===== src/rtl/seg7_scan_capture.sv =====
// seg7_scan_capture
// Watches a multiplexed, active-low 7-segment display bus (segments plus digit
// anodes) and rebuilds the 8-digit hexadecimal number being shown. A digit is
// taken only after its (anode, segment) pair has been stable for STABLE_CYCLES
// samples, which rejects ghosting while the scanner switches digits. Once all
// eight digits have been seen, the frame is published on value with a
// one-cycle frame_valid pulse.
module seg7_scan_capture #(
  parameter int unsigned STABLE_CYCLES = 4  // legal range 2..255
) (
  input  logic        clk,
  input  logic        reset,        // asynchronous, active-low
  input  logic [6:0]  out7,         // {g,f,e,d,c,b,a}, active-low
  input  logic [7:0]  en_out,       // digit anodes, active-low, bit i = digit i
  input  logic        clear_err,
  output logic [31:0] value,
  output logic        frame_valid,
  output logic [7:0]  frame_count,
  output logic        err_seg,
  output logic        err_anode
);

  localparam logic [7:0] STABLE_MAX = 8'(STABLE_CYCLES);
  localparam logic [6:0] SEG_BLANK  = 7'h7F;
  localparam logic [7:0] EN_BLANK   = 8'hFF;

  // Result of looking a segment pattern up in the hex font.
  typedef struct packed {
    logic       ok;
    logic [3:0] nib;
  } decode_t;

  // Map an active-low segment pattern to its hex digit; ok is low for any
  // pattern that is not one of the sixteen glyphs.
  function automatic decode_t decode_seg(input logic [6:0] seg);
    decode_t d;
    d.ok  = 1'b1;
    d.nib = 4'h0;
    case (seg)
      7'h40:   d.nib = 4'h0;
      7'h79:   d.nib = 4'h1;
      7'h24:   d.nib = 4'h2;
      7'h30:   d.nib = 4'h3;
      7'h19:   d.nib = 4'h4;
      7'h12:   d.nib = 4'h5;
      7'h02:   d.nib = 4'h6;
      7'h78:   d.nib = 4'h7;
      7'h00:   d.nib = 4'h8;
      7'h10:   d.nib = 4'h9;
      7'h08:   d.nib = 4'hA;
      7'h03:   d.nib = 4'hB;
      7'h46:   d.nib = 4'hC;
      7'h21:   d.nib = 4'hD;
      7'h06:   d.nib = 4'hE;
      7'h0E:   d.nib = 4'hF;
      default: d.ok  = 1'b0;
    endcase
    return d;
  endfunction

  // Input sample and the sample before it; every decision uses these copies.
  logic [6:0]  seg_q;
  logic [7:0]  en_q;
  logic [6:0]  seg_prev_q;
  logic [7:0]  en_prev_q;

  // Dwell tracking.
  logic [7:0]  stab_cnt_q;
  logic [7:0]  stab_cnt_d;
  logic        accepted_q;
  logic        accepted_d;

  // Frame assembly.
  logic [31:0] stage_q;
  logic [31:0] stage_d;
  logic [7:0]  seen_q;
  logic [7:0]  seen_d;

  // Next values of the registered outputs.
  logic [31:0] value_d;
  logic        frame_valid_d;
  logic [7:0]  frame_count_d;
  logic        err_seg_d;
  logic        err_anode_d;

  // Per-edge decisions.
  logic        same_pair;
  logic [7:0]  digit_mask;
  logic        one_digit;
  logic        multi_digit;
  decode_t     dec;
  logic        fire;
  logic        capture;

  // The anode bus is active-low, so the inverted copy has a 1 for each
  // enabled digit. Exactly one bit set means a real digit; none is a blank.
  assign same_pair   = (seg_q == seg_prev_q) && (en_q == en_prev_q);
  assign digit_mask  = ~en_q;
  assign one_digit   = (digit_mask != 8'd0) && ((digit_mask & (digit_mask - 8'd1)) == 8'd0);
  assign multi_digit = (digit_mask != 8'd0) && !one_digit;
  assign dec         = decode_seg(seg_q);

  // Register the raw bus once and keep the previous sample for comparison.
  always_ff @(posedge clk or negedge reset) begin
    if (!reset) begin
      seg_q      <= SEG_BLANK;
      en_q       <= EN_BLANK;
      seg_prev_q <= SEG_BLANK;
      en_prev_q  <= EN_BLANK;
    end else begin
      // NOTE: non-blocking assignments let seg_prev_q take the old seg_q in
      // the same edge; blocking ones would make both copies equal.
      seg_q      <= out7;
      en_q       <= en_out;
      seg_prev_q <= seg_q;
      en_prev_q  <= en_q;
    end
  end

  // Stability counting, acceptance, digit staging, frame publishing and the
  // sticky error flags.
  always_comb begin
    // NOTE: every signal written here gets a value before any branch, so no
    // path leaves one unassigned and no latch is inferred.
    stab_cnt_d    = 8'd1;
    accepted_d    = 1'b0;
    fire          = 1'b0;
    capture       = 1'b0;
    stage_d       = stage_q;
    seen_d        = seen_q;
    value_d       = value;
    frame_valid_d = 1'b0;
    frame_count_d = frame_count;
    err_seg_d     = err_seg & ~clear_err;
    err_anode_d   = err_anode & ~clear_err;

    // A changed pair restarts the dwell at 1 and re-arms acceptance; an
    // unchanged pair counts up to STABLE_MAX and fires once on arrival there.
    if (same_pair) begin
      stab_cnt_d = (stab_cnt_q >= STABLE_MAX) ? STABLE_MAX : (stab_cnt_q + 8'd1);
      fire       = (stab_cnt_d == STABLE_MAX) && !accepted_q;
      accepted_d = accepted_q | fire;
    end

    // A detected error on this edge beats a simultaneous clear_err.
    if (fire && multi_digit) begin
      err_anode_d = 1'b1;
    end
    if (fire && one_digit && !dec.ok) begin
      err_seg_d = 1'b1;
    end

    // Blank (no anode) dwells fall through with no effect at all.
    capture = fire && one_digit && dec.ok;
    if (capture) begin
      for (int i = 0; i < 8; i++) begin
        if (digit_mask[i]) begin
          stage_d[4*i +: 4] = dec.nib;
        end
      end
      seen_d = seen_q | digit_mask;
      // The digit that completes the set is already merged into stage_d, so
      // the published value includes it.
      if (seen_d == 8'hFF) begin
        value_d       = stage_d;
        frame_valid_d = 1'b1;
        frame_count_d = frame_count + 8'd1;
        seen_d        = 8'd0;
      end
    end
  end

  // State register for the dwell tracker, the frame assembly and the outputs.
  always_ff @(posedge clk or negedge reset) begin
    if (!reset) begin
      stab_cnt_q  <= 8'd0;
      accepted_q  <= 1'b0;
      // NOTE: the staging register and seen bits are reset along with the
      // outputs so a partially captured frame never survives a reset.
      stage_q     <= 32'd0;
      seen_q      <= 8'd0;
      value       <= 32'd0;
      frame_valid <= 1'b0;
      frame_count <= 8'd0;
      err_seg     <= 1'b0;
      err_anode   <= 1'b0;
    end else begin
      stab_cnt_q  <= stab_cnt_d;
      accepted_q  <= accepted_d;
      stage_q     <= stage_d;
      seen_q      <= seen_d;
      value       <= value_d;
      frame_valid <= frame_valid_d;
      frame_count <= frame_count_d;
      err_seg     <= err_seg_d;
      err_anode   <= err_anode_d;
    end
  end

endmodule


===== config.mk =====
export PLATFORM = sky130hd
export DESIGN_NAME = seg7_scan_capture
export DESIGN_NICKNAME = d
export VERILOG_FILES = /design/src/rtl/seg7_scan_capture.sv
export SDC_FILE = /design/constraint.sdc
export NUM_CORES = 1
export LEC_CHECK = 0
export BUFFER_PORTS_ARGS = -buffer_cell sky130_fd_sc_hd__buf_2
export CAP_MARGIN = 0
export CORE_MARGIN = 10
export CORE_UTILIZATION = 52
export DETAILED_ROUTE_END_ITERATION = 16
export PLACE_DENSITY = 0.75
export SETUP_SLACK_MARGIN = 0.1
export SLEW_MARGIN = 20
export SYNTH_ARGS = -nofsm -noshare
export SYNTH_HDL_FRONTEND = slang
export SYNTH_SLANG_ARGS = --single-unit

===== constraint.sdc =====
create_clock -name clk -period 2.9 [get_ports clk]
set_clock_uncertainty 0.1 [all_clocks]
set_input_delay 0.58 -clock clk [delete_from_list [all_inputs] [get_ports clk]]
set_output_delay 0.58 -clock clk [all_outputs]
set_load 0.02 [all_outputs]

=== Word-level counts from Yosys, hierarchy flattened ===
Index checks and enable logic that the tools add are counted.

* Register bits: 122
* Input bits: 18

* Add/sub/neg operators: 3
* $lt $le $gt $ge: 1
* Equality and inequality tests: 19
* Muxes and demuxes: 19
* Bitwise operators: 7
* Reduce and logical (&&, ||, !) cells: 16

{| class="wikitable"
|+ Operators by type and width
! cell !! number
|-
| 4-bit one-hot mux with 15 select lines || 1
|-
| 4-bit 2-to-1 mux || 8
|-
| 7-bit == test, second input constant || 4
|-
| 8-bit 2-to-1 mux || 3
|-
| 7-bit by 5-bit == test with 1-bit output, second input constant || 3
|-
| 7-bit by 6-bit == test with 1-bit output, second input constant || 3
|-
| 8-bit by 1-bit adder with 8-bit output, second input constant || 2
|-
| 16-bit OR reduction || 1
|-
| 7-bit by 2-bit == test with 1-bit output, second input constant || 2
|-
| 7-bit by 4-bit == test with 1-bit output, second input constant || 2
|-
| 8-bit AND || 1
|-
| 8-bit by 3-bit == test with 1-bit output, second input constant || 1
|-
| 8-bit == test || 1
|-
| 8-bit == test, second input constant || 1
|-
| 8-bit by 3-bit greater-or-equal comparator with 1-bit output, second input constant || 1
|-
| 1-bit logical AND || 8
|-
| 8-bit logical NOT || 1
|-
| 8-bit inverter || 1
|-
| 8-bit OR || 1
|-
| 8-bit nonzero test || 1
|-
| 8-bit by 1-bit subtractor with 8-bit output, second input constant || 1
|-
| 7-bit by 3-bit == test with 1-bit output, second input constant || 1
|-
| 7-bit == test || 1
|-
| 7-bit logical NOT || 1
|-
| other kinds (6) || 15
|}

=== Longest topological paths before layout ===
* Word-level depth: 9
* Gate-level depth with buffers: 10
* Gate-level depth less buffers: 7

=== Worst setup path before layout ===
OpenSTA, ideal clock, no wires.

* Path kind: register to register
* Start: register seg_q[6]
* End: register value[10]
* Arrival: 2.521 ns
* Required time: 2.675 ns
* Setup slack: 0.155 ns
* Cell stages (with the launch flop): 9
* Buffers on the path: 2
* Clock period less this slack: 2.745 ns
* Path through: dfstp_2 -> buf_2 -> xnor2_1 -> nand4_1 -> nor4_4 -> nand4b_2 -> nor3_4 -> buf_6 -> mux2_2

* Cells in the longest elaborated chain, start to end: 6
* Elaborated cells between the ends (all ways): 26
* Classes of those cells: 16 x eq/ne; 4 x mux; 6 x reduce/logical

{| class="wikitable"
|+ Ends and longest elaborated chain
! element !! RTL line !! text
|-
| from (decl) || 62 || <nowiki>logic [6:0] seg_q;</nowiki>
|-
| from (signal assigned) || 113 || <nowiki>seg_q <= out7;</nowiki>
|-
| branches (longest 6 deep; another with 16-bit OR reduction) || -- ||
|-
| to (signal assigned) || 192 || <nowiki>value <= value_d;</nowiki>
|-
| to (decl) || 16 || <nowiki>output logic [31:0] value,</nowiki>
|}

Several ways; the timed one is not identified.
A chain may end at the register's enable or synchronous reset.

=== Worst setup path in the final report ===
* Start: register seg_q[5]
* End: register stage_q[22]

* Cells in the longest elaborated chain, start to end: 5
* Elaborated cells between the ends (all ways): 25
* Classes of those cells: 16 x eq/ne; 4 x mux; 5 x reduce/logical

{| class="wikitable"
|+ Ends and longest elaborated chain
! element !! RTL line !! text
|-
| branches (longest 5 deep; another with 16-bit OR reduction) || -- ||
|-
| to (signal assigned) || 190 || <nowiki>stage_q <= stage_d;</nowiki>
|-
| to (decl) || 74 || <nowiki>logic [31:0] stage_q;</nowiki>
|}

Several ways; the timed one is not identified.

==> results.sh <==
export IMPL_run_status="complete, no violations"
export IMPL_totalWireLength_um=12200
export IMPL_synthArstFlopShare_pct=100
export IMPL_grt_pass1_vias=3883
export IMPL_num_vias=3704
export IMPL_cts_path_max_buffers=2
export IMPL_place_congestion=0.851
export IMPL_nets=542
export IMPL_finalSetupTns_ns=0
export IMPL_max_vdd_ir_drop_mv=0.383
export IMPL_syn_cell_area_um2=5370
export IMPL_max_cap_violations=0
export IMPL_clk_latency_ns=0.51
export IMPL_synthMuxAreaShare_pct=13.6
export IMPL_synth_top_family_by_area="multiplexers"
export IMPL_crit_buf_inv=1
export IMPL_fill_cells=746
export IMPL_path_clk_slew_ns=0.06
export IMPL_insertedDiodeCount=0
export IMPL_dieArea_um2=14800
export IMPL_finalPower_mw=4.10
export IMPL_start_util_pct=52.8
export IMPL_synth_simple_area_share_pct=11.5
export IMPL_fin_crit_sh_pct=95.0
export IMPL_slew_viol_final=0
export IMPL_yosys_area_share_xor_xnor_pct=3.75
export IMPL_wl_per_cell_um=18.2
export IMPL_drt_initial_drc_count=249
export IMPL_rows=37
export IMPL_period_minus_slack_ns=2.76
export IMPL_final_common_cell="dfrtp_1"
export IMPL_setup_violations=0
export IMPL_synth_top_area_cell="dfrtp_1"
export IMPL_cts_sinks=122
export IMPL_syn_to_final_growth_pct=23.9
export IMPL_slew_headroom_pct=62.6
export IMPL_port_buffers=60
export IMPL_cp_max_fo=13
export IMPL_critPathLaunchType="flop"
export IMPL_ys_ff_latch=122
export IMPL_drive_above_1_share_pct=43.3
export IMPL_antenna_found_initial=0
export IMPL_num_io_pins=61
export IMPL_ys_warn_count=0
export IMPL_die_width_um=122
export IMPL_overflow=0
export IMPL_tightest_slew_ns=0.561
export IMPL_syn_instance_count=431
export IMPL_critPathArrivalTime_ns=3.05
export IMPL_avgSynthCellArea_um2=12.5
export IMPL_die_h_um=122
export IMPL_via_per_inst=5.53
export IMPL_worst_setup_path_type="reg -> reg"
export IMPL_final_hold_viol_count=0
export IMPL_drtAntennaViolNets=0
export IMPL_yosys_area_top_type_share_pct=42.8
export IMPL_ys_types=56
export IMPL_design_core_area_um2=10200
export IMPL_cts_tree="yes"
export IMPL_h_tree_depth=4
export IMPL_drc=0
export IMPL_hold_path_class="in -> reg"
export IMPL_powerDensity_nw_per_um2=616
export IMPL_synth_compound_area_share_pct=8.52
export IMPL_clock_root_buffer="clkbuf_8"
export IMPL_path_cells="or3b_4, nor4_2, a211oi_1, o211a_1, buf_4, nor3_4, mux2_2"
export IMPL_cts_buffers=17
export IMPL_path_delay_family="simple AND/OR/NAND/NOR gates"
export IMPL_grt_pass1_wl_um=19800
export IMPL_synth_adder_area_share_pct=1.07
export IMPL_slowest_stage="dfstp_2"
export IMPL_cp_required_ns=3.20
export IMPL_synth_area_leaders="dfrtp_1 (43%), dfstp_2 (15%), mux2_2 (13%)"
export IMPL_synth_edf_count=0
export IMPL_end_kind="flop"
export IMPL_leakagePower_nw=3.23
export IMPL_ys_flop_type="dfrtp_1"
export IMPL_grt_max_degree=44
export IMPL_drt_pass1_iterations=4
export IMPL_groute_usage_overall_pct=16.9
export IMPL_slowest_delay_ns=0.59
export IMPL_rsz0062_at_grt="false"
export IMPL_place_detailed_hpwl_um=8150
export IMPL_max_freq_ghz=0.363
export IMPL_seq_area_frac_synth_pct=57.5
export IMPL_final_cell_mix="dfrtp_1 (92), mux2_2 (60), buf_2 (59)"
## logic make-up (layout without fill, tap and decap cells)
| family | Yosys count | in the layout |
|---|---|---|
| AO/OA/AOI/OAI | 72 | 72 |
| XOR/XNOR | 23 | 23 |
| adder cells (fa/ha/maj) | 5 | 5 |
| buffers and inverters | 42 | 141 |
| flip-flops | 122 | 122 |
| multiplexers | 65 | 65 |
| other | 1 | 5 |
| AND/OR/NAND/NOR | 101 | 101 |
## through the flow
step | hold WS (ns) | cell area (um^2) | setup slack [ns] | std cells | utilization (%)
6_report | 0.0653 | 6660 | 0.144 | 670 | 65.4
5_1_grt | 0.0464 | 6660 | 0.0725 | 670 | 65.4
3_3_place_gp | 0.297 | 5960 | 0.0549 | 634 | 58.5
3_5_place_dp | 0.293 | 5960 | 0.0615 | 634 | 58.5
2_1_floorplan | 0.184 | 5390 | 0.155 | 435 | -
4_1_cts | 0.0397 | 6580 | 0.0163 | 667 | 64.6
## per-layer routing
metal  GRT usage, %  routed length [um]  vias to the layer above
met4           5.96                 186                        0
li1               -                   -                     1710
met5              0                   0                        -
met2           28.0                6190                      101
met3           5.09                 660                       16
met1           20.6                5170                     1877
## cell usage after synthesis (7+ instances only)
cell      count
xnor2_1      16
clkbuf_1      9
nand2_1      40
dfstp_2      30
o21ai_0      36
nor4_1        9
inv_1        19
xor2_1        7
o21a_1       12
mux2_2       60
nand3_1       7
dfrtp_1      92
## worst paths after layout
kind                               startpoint                 endpoint  slack [ns]  depth (start not counted)
max reg2reg                seg_q[5]$_DFF_PN1_  stage_q[22]$_DFFE_PN0P_        0.14                          7
max                        seg_q[5]$_DFF_PN1_  stage_q[22]$_DFFE_PN0P_        0.14                          7
max in group asynchronous               reset        en_q[0]$_DFF_PN1_        1.42                          3
min reg2reg                 en_q[7]$_DFF_PN1_   en_prev_q[7]$_DFF_PN1_        0.30                          0
min in group asynchronous               reset    value[16]$_DFFE_PN0P_        0.51                          2
min                                 en_out[2]        en_q[2]$_DFF_PN1_        0.07                          1
## sequential cells by signal, indices dropped and copies added (netlist names)
name	cells
value	32
seen_q	8
frame_count	8
seg_prev_q	7
accepted_q	1
en_prev_q	8
stage_q	32
frame_valid	1
stab_cnt_q	8
seg_q	7
err_seg	1
en_q	8
err_anode	1
## where the power goes
part,internal [mW],switching [mW]
Clock,1.40,0.740
Combinational,0.0674,0.116
Sequential,1.75,0.0341
Total,3.21,0.890
## worst reg2reg max path, delay by kind of cell, from the launching register on
kind | cells | cell delay (ns)
mux | 1 | 0.38
buf+inv | 1 | 0.23
compound gates | 2 | 0.31
flops | 1 | 0.59
simple gates | 3 | 1.03
## final cells by class
| type | count | area, um^2 | area share (%) |
|---|---|---|---|
| clock inverters | 11 | 143 | 2.14 |
| clock buffers | 21 | 469 | 7.05 |
| flip-flops and latches | 122 | 3090 | 46.5 |
| repair buffers | 90 | 568 | 8.53 |
| well taps | 136 | 170 | 2.56 |
| multi-input cells | 271 | 2140 | 32.2 |
| inverters | 19 | 71.3 | 1.07 |
## what timing repair did
action	CTS	global route
endpoints found under the setup margin	19	74
hold endpoints to repair	30	0
setup buffers	0	3
gates resized for setup	0	10
pin swaps	1	2
hold buffers	1	0
Note: power is estimated with default switching activity, not from simulation.
